File: config.mk
export PLATFORM = sky130hd
export DESIGN_NAME = weight_stream_reader
export DESIGN_NICKNAME = d
export VERILOG_FILES = /design/src/rtl/weight_stream_reader.sv
export SDC_FILE = /design/constraint.sdc
export NUM_CORES = 1
export LEC_CHECK = 0
export ABC_AREA = 0
export BUFFER_PORTS_ARGS = -buffer_cell sky130_fd_sc_hd__buf_2
export CORE_AREA = 2 2 64 66
export CTS_CLUSTER_SIZE = 28
export DETAILED_ROUTE_END_ITERATION = 8
export DIE_AREA = 0 0 66 68
export PLACE_DENSITY = 0.81
export SYNTH_ARGS = -nofsm -noshare
export SYNTH_HDL_FRONTEND = slang
export SYNTH_SLANG_ARGS = --single-unit
File: constraint.sdc
create_clock -name clk -period 3 [get_ports clk]
set_input_delay 0.3 -clock clk [delete_from_list [all_inputs] [get_ports clk]]
set_output_delay 0.3 -clock clk [all_outputs]
set_load 0.01 [all_outputs]
File: src/rtl/weight_stream_reader.sv
// ---------------------------------------------------------------------------
// weight_stream_reader
// Reads a contiguous block of weight words from a combinational-read weight
// memory and presents them to the MAC as a valid/ready stream. A start pulse
// samples base_addr/len. The final word carries m_last. done pulses for one
// cycle once that word has been accepted, or one cycle after a start with len==0.
//
// Ports
//   clk, rst    clock (rising edge) and asynchronous active-high reset
//   start       1-cycle request to begin a block read (ignored while busy)
//   abort       cancel the current block, no done pulse (beats start/issue)
//   base_addr   first word address, sampled with start
//   len         number of words (0 .. 2**ADDR_W), sampled with start
//   mem_addr    address to the weight memory (the registered read pointer)
//   mem_q       memory read data, valid in the same cycle as mem_addr
//   m_valid, m_ready, m_data, m_last   downstream stream
//   busy        high while streaming a block
//   done        1-cycle completion pulse
// ---------------------------------------------------------------------------
module weight_stream_reader #(
   parameter int DATA_W = 10,
   parameter int ADDR_W = 10
) (
   input  logic              clk,
   input  logic              rst,
   input  logic              start,
   input  logic              abort,
   input  logic [ADDR_W-1:0] base_addr,
   input  logic [ADDR_W:0]   len,
   output logic [ADDR_W-1:0] mem_addr,
   input  logic [DATA_W-1:0] mem_q,
   output logic              m_valid,
   input  logic              m_ready,
   output logic [DATA_W-1:0] m_data,
   output logic              m_last,
   output logic              busy,
   output logic              done
);

   typedef enum logic {IDLE, STREAM} state_t;

   localparam logic [ADDR_W:0] LEN_ONE = (ADDR_W + 1)'(1);

   state_t            state, state_next;
   logic [ADDR_W-1:0] rd_ptr, rd_ptr_next;
   logic [ADDR_W:0]   remaining, remaining_next;
   logic [DATA_W-1:0] data_next;
   logic              valid_next, last_next, done_next;
   logic              issue;

   assign mem_addr = rd_ptr;
   assign busy     = (state == STREAM);

   always_ff @(posedge clk or posedge rst) begin
      if (rst) begin
         state     <= IDLE;
         rd_ptr    <= '0;
         remaining <= '0;
         m_data    <= '0;
         m_valid   <= 1'b0;
         m_last    <= 1'b0;
         done      <= 1'b0;
      end else begin
         state     <= state_next;
         rd_ptr    <= rd_ptr_next;
         remaining <= remaining_next;
         m_data    <= data_next;
         m_valid   <= valid_next;
         m_last    <= last_next;
         done      <= done_next;
      end
   end

   always_comb begin
      state_next     = state;
      rd_ptr_next    = rd_ptr;
      remaining_next = remaining;
      data_next      = m_data;
      valid_next     = m_valid;
      last_next      = m_last;
      done_next      = 1'b0;
      // A new word is fetched whenever words remain and the output slot is
      // empty or being emptied this cycle, giving one word per cycle.
      issue = (state == STREAM) && (remaining != '0) && (!m_valid || m_ready);

      if (abort) begin
         // rd_ptr and remaining are left as they were; the block is dropped.
         state_next = IDLE;
         valid_next = 1'b0;
         last_next  = 1'b0;
      end else begin
         case (state)
            IDLE: begin
               if (start) begin
                  if (len != '0) begin
                     rd_ptr_next    = base_addr;
                     remaining_next = len;
                     state_next     = STREAM;
                  end else begin
                     done_next = 1'b1;
                  end
               end
            end
            STREAM: begin
               if (issue) begin
                  data_next      = mem_q;
                  valid_next     = 1'b1;
                  last_next      = (remaining == LEN_ONE);
                  rd_ptr_next    = rd_ptr + 1'b1;
                  remaining_next = remaining - 1'b1;
               end else if (m_valid && m_ready) begin
                  // No issue alongside acceptance of the last word, since
                  // remaining is already zero once m_last is presented.
                  valid_next = 1'b0;
                  last_next  = 1'b0;
                  if (m_last) begin
                     done_next  = 1'b1;
                     state_next = IDLE;
                  end
               end
            end
            default: state_next = IDLE;
         endcase
      end
   end

endmodule
==> results of run 1 <==
## worst max-delay path, delay by kind of cell (launching register included)
family / cells / cell delay [ns]
compound gates: 2 / 0.68
buf+inv: 1 / 0.26
flops: 1 / 0.44
simple gates: 3 / 0.72
## through the flow
| step | instance area [µm²] | cells | hold WS, ns | power (W) | util [%] |
|---|---|---|---|---|---|
| global route | 2420 | 315 | 0.141 | 0.00158 | 62.9 |
| CTS | 2420 | 315 | 0.0972 | 0.00149 | 62.9 |
| finish | 2420 | 315 | 0.0925 | 0.00148 | 62.9 |
| floorplan | 1990 | 202 | 0.366 | 0.000983 | - |
| detailed placement | 2340 | 307 | 0.417 | 0.00115 | 60.7 |
| global placement | 2340 | 307 | 0.420 | 0.00114 | 60.7 |
## registers in the layout (all words and copies together) (netlist names)
name,cells
remaining,11
m_data,10
mem_addr,10
busy,1
done,1
m_last,1
m_valid,1
## cell families (layout without fill, tap and decap cells)
group | count (synthesis) | count (layout) | synth area share [%]
flops | 35 | 35 | 44.0
fa+ha+maj | 4 | 4 | 2.51
compound gates | 60 | 60 | 20.4
simple gates | 73 | 73 | 22.3
buf+inv | 18 | 81 | 4.08
mux | 12 | 12 | 6.72
## routing by layer
layer  wire (µm)  global-route usage, %  vias up  part of all wire [%]
li1            -                      -      885                     -
met3         384                   6.25       10                   8.1
met4          87                   10.2        0                   1.8
met5           0                      0        -                     0
met2        2190                   36.0       80                    46
met1        2060                   30.3      871                    44
## layout make-up
type	count	area (µm²)
Timing Repair Buffer	64	333
Clock inverter	2	12.5
Multi-Input combinational cell	149	1030
Sequential cell	35	876
Tap cell	50	62.6
Clock buffer	6	72.6
Fill cell	358	1430
Inverter	9	33.8
## path summary, 6_finish.rpt
kind | to | slack [ns]
max | mem_addr[8]$_DFFE_PP0P_ | 0.79
min | m_data[7]$_DFFE_PP0P_ | 0.09
max reg2reg | mem_addr[8]$_DFFE_PP0P_ | 0.79
min reg2reg | m_data[6]$_DFFE_PP0P_ | 0.50
max in group asynchronous | mem_addr[4]$_DFFE_PP0P_ | 2.60
min in group clk | m_valid$_DFFE_PP0P_ | 0.22
## cells in the final DEF (no fill, tap or decap), drive strengths merged, types with 2 or more instances in the layout
cell type / synthesis / routed
o22ai: 7 / 7
nand2b: 2 / 2
inv: 9 / 9
buf: 5 / 64
clkbuf: 4 / 6
o211ai: 2 / 2
a21oi: 14 / 14
o22a: 2 / 2
nor2: 13 / 13
nand4: 4 / 4
dfrtp: 35 / 35
a31oi: 4 / 4
nand3: 11 / 11
a22oi: 2 / 2
o21ai: 12 / 12
mux2: 11 / 11
o2bb2a: 3 / 3
a221o: 2 / 2
nand2: 15 / 15
nand3b: 2 / 2
nor4: 3 / 3
ha: 4 / 4
and4: 2 / 2
a211oi: 2 / 2
and3: 4 / 4
nor3: 8 / 8
## power groups by stage
stage          Clock (W)  Sequential, W  Combinational, W
5_1_grt         0.000367       0.000711          0.000507
4_1_cts         0.000347       0.000691          0.000455
2_1_floorplan          0       0.000710          0.000274
3_3_place_gp           0       0.000693          0.000442
3_5_place_dp           0       0.000698          0.000453
6_report        0.000339       0.000692          0.000454
==> impl_metrics.toml, run 1 <==
[worst_setup_path]
cp_cell_sequence = "nor3_2, nand4_4, a2bb2oi_2, buf_4, nor2_1, o2bb2a_2"
reg2reg_depth = 6
cp_max_fo = 12
start_kind = "flip-flop"
cp-end-kind = "flip-flop"
slowest_stage = "dfrtp_1"
critical_path_class = "reg -> reg"
worstReg2RegStart = "remaining[7]$_DFFE_PP0P_"
critPathLaunch = "remaining[7]$_DFFE_PP0P_"
critPathArrivalTime_ns = 2.40
cp_data_required_time_ns = 3.19
critPathMaxStageDelay_ns = 0.44

[synthesis]
synth_common_cells = "dfrtp_1 (35), a21oi_1 (14), nand2_1 (14)"
synth_seq_cells = 35
yosysMostFrequentCell = "dfrtp_1"
synthArstFlopShare_pct = 100
synth_nets = 242
yosys.area.top_type_share_pct = 44.0
synth_cell_types = 55
synthTopCellsByArea = "dfrtp_1 (44%), mux2_2 (6.2%), a21oi_1 (3.5%)"
synthCells = 202
synth.largest_area_cell = "dfrtp_1"
netlist_area_mm2 = 0.00199
synth_edf_count = 0
synth.avg_cell_area_um2 = 9.86
ys_warn_count = 0
yosysSeqAreaShare_pct = 44.0
synth_ff_type = "dfrtp_1"

[cts]
cts_buffers = 5
cts_tree = "built"
h-tree-depth = 2
holdBufCountCts = 0
clockBufferDepth = 2
insertion_delay_ns = 0.30
numClockSinks = 35
path_clk_slew_ns = 0.07
cts_setup_buffers = 0
root_buffer = "clkbuf_8"
ctsResizeCount = 0

[floorplan]
die-area_mm2 = 0.00449
start_util_pct = 51.7
die_w_um = 66
die_height_um = 68
ioPinCount = 60
core_area_mm2 = 0.00386
std_cell_rows = 23

[power_and_ir_drop]
cellInternalPower_w = 0.000952
seqPwrFrac_pct = 46.6
powerDensity_mw_per_mm2 = 612
p_sw_share_pct = 35.9
power.switching_w = 0.000533
p_clk_share_pct = 22.8
p_leak_nw = 1.11
peakVddDrop_mv = 0.447
power_frac_comb_pct = 30.5

[finish]
drive_above_1_share_pct = 37.0
area_growth_pct = 21.7
antennaDiodeCount = 0
fin_nets = 304

[placed_design]
portBuffers = 59
pre_cts_ws_ns = 0.815
place_congestion = 0.923
dp_hpwl_um = 3360

[run_status]
outcome = "completed"

[timing]
fmax_mhz = 452
fin_crit_sh_pct = 73.8
finalSetupViolCount = 0
rsz0062_at_grt = "false"
min_period_ns = 2.21
final.setup.tns_ns = 0
timing.final.ws_setup_ns = 0.786
report.final.hold_viol_count = 0
skew_ns = 0.00513
slew_violations = 0
max-slew-margin-rel_pct = 66.1
tightest_slew_ns = 0.503

[detailed_routing]
vias = 1846
ant_nets = 0
firstDrtPassIters = 4
post_drt_via_cell_ratio = 5.86
wl_per_cell_um = 15.0
drc = 0
drt-total-wl_um = 4720
drtIter0Drc = 134

[worst_hold_path]
hold_path.class = "in -> async"

[global_routing]
grt_pass1_vias = 1763
overflow = 0
antenna_found_initial = 0
track_usage_pct = 23.1
grt_max_degree = 36
grt_pass1_wl_um = 7890

[run]
maxCapViolCount = 0
No activity file was read; power rests on OpenSTA's default activity.
==> run 2: changes to the inputs <==
Settings changed: CORE_AREA 2 2 64 66 to 2 2 69 71, DIE_AREA 0 0 66 68 to 0 0 71 73, PLACE_DENSITY 0.81 to 0.74.
Clock period 3 ns to 2 ns, I/O delays scaled along.
==> impl_metrics.toml, run 2 (synthesized netlist as in run 1, its figures left out) <==
[finish]
layout_commonest_cell = "buf_2"
fin_nets = 314
area_growth_pct = 25.9
layout_common_cells = "buf_2 (59), dfrtp_1 (34), buf_4 (15)"
largest_reg_flops = 11
largest_register = "remaining"
antennaDiodeCount = 0
final_cells = 329
drive_above_1_share_pct = 39.3
final_area_mm2 = 0.00251

[detailed_routing]
wl_met3_um = 335
vias = 1894
wl_met2_um = 2240
wl_per_cell_um = 15.1
firstDrtPassIters = 4
drtIter0Drc = 106
wl_met1_um = 2300
drc = 0
post_drt_via_cell_ratio = 5.76
routed.top_layer = "met4"
drt-total-wl_um = 4960
ant_nets = 0

[worst_setup_path]
worstReg2RegStart = "remaining[8]$_DFFE_PP0P_"
start_kind = "flip-flop"
cp_max_fo = 10
reg2reg_depth = 6
worstSetupEndpoint = "mem_addr[4]$_DFFE_PP0P_"
cp-end-kind = "flip-flop"
r2r_slack_ns = 0.09
critPathLaunch = "remaining[8]$_DFFE_PP0P_"
cp_data_required_time_ns = 2.17
critPathArrivalTime_ns = 2.08
timing.rr.end = "mem_addr[4]$_DFFE_PP0P_"
critical_path_class = "reg -> reg"

[run]
maxCapViolCount = 0

[global_routing]
grt_pass1_wl_um = 8200
grt_max_degree = 36
overflow = 0
track_usage_pct = 19.9
grt_pass1_vias = 1835
antenna_found_initial = 0

[cts]
clockBufferDepth = 2
insertion_delay_ns = 0.29
cts_tree = "built"
path_clk_slew_ns = 0.07
root_buffer = "clkbuf_8"
h-tree-depth = 2
cts_buffers = 5
numClockSinks = 35
cts_setup_buffers = 0

[timing]
fmax_mhz = 524
min_period_ns = 1.91
tightest_slew_ns = 0.455
slew_violations = 0
fin_crit_sh_pct = 95.4
rsz0062_at_grt = "false"
max-slew-margin-rel_pct = 69.7
finalSetupViolCount = 0
report.final.hold_viol_count = 0
skew_ns = 0.00608
timing.final.ws_setup_ns = 0.0918
final.setup.tns_ns = 0
hold_slack_ns = 0.00640

[power_and_ir_drop]
seqPwrFrac_pct = 44.3
p_sw_share_pct = 35.1
cellInternalPower_w = 0.00149
power.switching_w = 0.000802
p_clk_share_pct = 21.9
power_frac_comb_pct = 33.9
peakVddDrop_mv = 0.408
p_leak_nw = 1.16
powerDensity_mw_per_mm2 = 913

[placed_design]
place_area_mm2 = 0.00242
post-place-cells = 321
dp_hpwl_um = 3590
place_congestion = 0.900
pre_cts_ws_ns = 0.107
portBuffers = 59

[floorplan]
start_util_pct = 43.9
die_w_um = 71
die-area_mm2 = 0.00518
die_height_um = 73
std_cell_rows = 25
core_area_mm2 = 0.00454
ioPinCount = 60

[run_status]
outcome = "completed"

[worst_hold_path]
hold_path.class = "in -> async"
run 2: per-stage QoR:
step                utilization, %  power (W)
global placement              53.4    0.00177
floorplan                        -    0.00148
global route                  55.3    0.00244
CTS                           55.1    0.00230
finish                        55.3    0.00229
detailed placement            53.4    0.00179
run 2: worst min-delay path by stage:
| stage | start | to | cells past startpoint |
|---|---|---|---|
| after global placement | rst | remaining[10]$_DFFE_PP0P_ | 3 |
| after detailed placement | rst | remaining[10]$_DFFE_PP0P_ | 3 |
| final | rst | remaining[4]$_DFFE_PP0P_ | 3 |
| after CTS | rst | m_valid$_DFFE_PP0P_ | 3 |
| after floorplan | abort | m_valid$_DFFE_PP0P_ | 1 |
| after global routing | rst | m_valid$_DFFE_PP0P_ | 3 |
run 2: what timing repair did:
item / in CTS / in global routing
hold buffers: 0 / 0
gates resized for setup: 0 / 2
endpoints found under the setup margin: 0 / 5
run 2: worst max-delay path, cell delays in order (launching register included):
cell	delay [ns]
dfrtp_1	0.43
nor3_2	0.39
nand4_4	0.26
a2bb2oi_2	0.20
buf_4	0.20
a21oi_1	0.05
o2bb2a_2	0.27
run 2: final cells by class:
cell class / instances / area [µm²]
inverter: 9 / 33.8
multi-input combinational: 149 / 1040
timing repair buffer: 74 / 408
sequential: 35 / 877
tap: 54 / 67.6
clock inverter: 1 / 5.00
fill: 411 / 2030
clock buffer: 7 / 76.3
run 2: power by group through the flow:
stage	Combinational (W)	Sequential, W	Clock [W]
after floorplan	0.000410	0.00106	0
after global placement	0.000758	0.00102	0
after detailed placement	0.000773	0.00102	0
after CTS	0.000778	0.00101	0.000515
after global routing	0.000857	0.00104	0.000544
final	0.000775	0.00101	0.000500
run 2: routing by layer:
layer  global-route usage [%]  vias up
li1                         -      906
met1                     27.3      910
met2                     30.9       69
met3                     4.01        9
met4                     7.76        0
met5                        0        -
==> run 3: changes to the inputs <==
--- a/config.mk
+++ b/config.mk
@@ -9,5 +9,4 @@
 export BUFFER_PORTS_ARGS = -buffer_cell sky130_fd_sc_hd__buf_2
 export CORE_AREA = 2 2 69 71
-export CTS_CLUSTER_SIZE = 28
 export DETAILED_ROUTE_END_ITERATION = 8
 export DIE_AREA = 0 0 71 73
==> constraint.sdc (replaced) <==
create_clock -name clk -period 2 [get_ports clk]
set_input_delay 0.3 -clock clk [delete_from_list [all_inputs] [get_ports clk]]
set_output_delay 0.3 -clock clk [all_outputs]
set_load 0.01 [all_outputs]
==> impl_metrics.toml, run 3 (synthesized netlist as in run 1, its figures left out) <==
[run_status]
outcome = "completed"

[power_and_ir_drop]
p_leak_nw = 1.18
peakVddDrop_mv = 0.589
powerDensity_mw_per_mm2 = 961
p_total_w = 0.00245

[detailed_routing]
vias = 1891
drtIter0Drc = 91
post_drt_via_cell_ratio = 5.73
drt-total-wl_um = 4810
firstDrtPassIters = 4
wl_per_cell_um = 14.6
drc = 0
ant_nets = 0

[global_routing]
overflow = 0
grt_pass1_vias = 1830
track_usage_pct = 19.9
grt_pass1_wl_um = 8210
antenna_found_initial = 0
grt_max_degree = 36

[timing]
report.final.hold_viol_count = 0
final.setup.tns_ns = 0
min_period_ns = 1.89
hold_slack_ns = 0.0882
finalSetupViolCount = 0
rsz0062_at_grt = "false"
tightest_slew_ns = 0.444
fmax_mhz = 529
max-slew-margin-rel_pct = 70.4
skew_ns = 0.00481
fin_crit_sh_pct = 94.5
slew_violations = 0

[floorplan]
start_util_pct = 43.9
core_area_mm2 = 0.00454
die-area_mm2 = 0.00518
die_height_um = 73
std_cell_rows = 25
die_w_um = 71
ioPinCount = 60

[worst_setup_path]
slowest_stage = "or4b_4"
cp_data_required_time_ns = 2.18
crit_family = "simple AND/OR/NAND/NOR gates"
cp_cell_sequence = "or3_4, or4b_4, nor3_2, and4_1, nor3_2"
critical_path_class = "reg -> reg"
critPathArrivalTime_ns = 2.07
cp-end-kind = "flip-flop"
cpMostUsedCell = "nor3_2"
start_kind = "flip-flop"
cp_max_fo = 4
path_buf_inv = 0
critPathMaxStageDelay_ns = 0.55

[finish]
antennaDiodeCount = 0
largest_register = "remaining"
drive_above_1_share_pct = 39.9
area_growth_pct = 28.0
fill_cells = 407
final_area_mm2 = 0.00255
fin_nets = 315
largest_reg_flops = 11
layout_commonest_cell = "buf_2"
layout_common_cells = "buf_2 (59), dfrtp_1 (35), buf_4 (16)"
final_cells = 330

[cts]
root_buffer = "clkbuf_8"
path_clk_slew_ns = 0.08
cts_setup_buffers = 0
insertion_delay_ns = 0.29
cts_tree = "built"
clockBufferDepth = 2
cts_buffers = 5
h-tree-depth = 2
numClockSinks = 35

[placed_design]
place_congestion = 0.928
portBuffers = 59
dp_hpwl_um = 3580
place_area_mm2 = 0.00243
post-place-cells = 322

[run]
maxCapViolCount = 0

[worst_hold_path]
hold_path.class = "in -> async"
[run 3: changes by cell type in the layout (fill, tap and decap cells not counted), sizes merged]
cell,delta
buf,+1
bufinv,+1
clkbuf,-1
[run 3: area by class of cell]
cell class,instances,area (µm²),area share (%)
Clock buffer,6,82.6,3.24
Clock inverter,2,35.0,1.37
Inverter,9,33.8,1.32
Multi-Input combinational cell,149,1040,40.8
Sequential cell,35,876,34.3
Tap cell,54,67.6,2.65
Timing Repair Buffer,75,415,16.3
[run 3: path summary, 6_finish.rpt]
kind / startpoint / to / slack, ns / cells past startpoint
max: remaining[0]$_DFFE_PP0P_ / remaining[9]$_DFFE_PP0P_ / 0.11 / 5
min: rst / remaining[4]$_DFFE_PP0P_ / 0.09 / 3
max reg2reg: remaining[0]$_DFFE_PP0P_ / remaining[9]$_DFFE_PP0P_ / 0.11 / 5
min reg2reg: m_data[6]$_DFFE_PP0P_ / m_data[6]$_DFFE_PP0P_ / 0.50 / 1
max in group asynchronous: rst / mem_addr[1]$_DFFE_PP0P_ / 1.59 / 3
min in group clk: mem_q[7] / m_data[7]$_DFFE_PP0P_ / 0.23 / 2
[run 3: routing by layer]
metal / global-route usage, % / share of wire, % / vias to the layer above
met5: 0 / 0 / -
li1: - / - / 909
met3: 5.52 / 6.6 / 10
met1: 25.9 / 45 / 915
met4: 5.66 / 1.3 / 0
met2: 32.8 / 47 / 57
[run 3: where the power goes]
part | total, W | internal [W] | switching, W
Sequential | 0.00102 | 0.000866 | 0.000151
Clock | 0.000676 | 0.000403 | 0.000273
Combinational | 0.000757 | 0.000369 | 0.000388
Total | 0.00245 | 0.00164 | 0.000812
[run 3: stage by stage]
step / setup WS, ns / utilization (%)
finish: 0.110 / 56.2
global route: 0.0138 / 56.2
CTS: 0.103 / 56.1
detailed placement: 0.113 / 53.5
global placement: 0.151 / 53.5
floorplan: 0.128 / -
[run 3: repair_timing]
action | 4_1_cts | 5_1_grt
hold buffers | 0 | 0
endpoints found under the setup margin | 0 | 1
gates resized for setup | 0 | 1
[run 3: tightest hold or removal path, cell delays in order]
cell and delay (ns):
buf_2 0.09, inv_1 0.04, buf_4 0.38
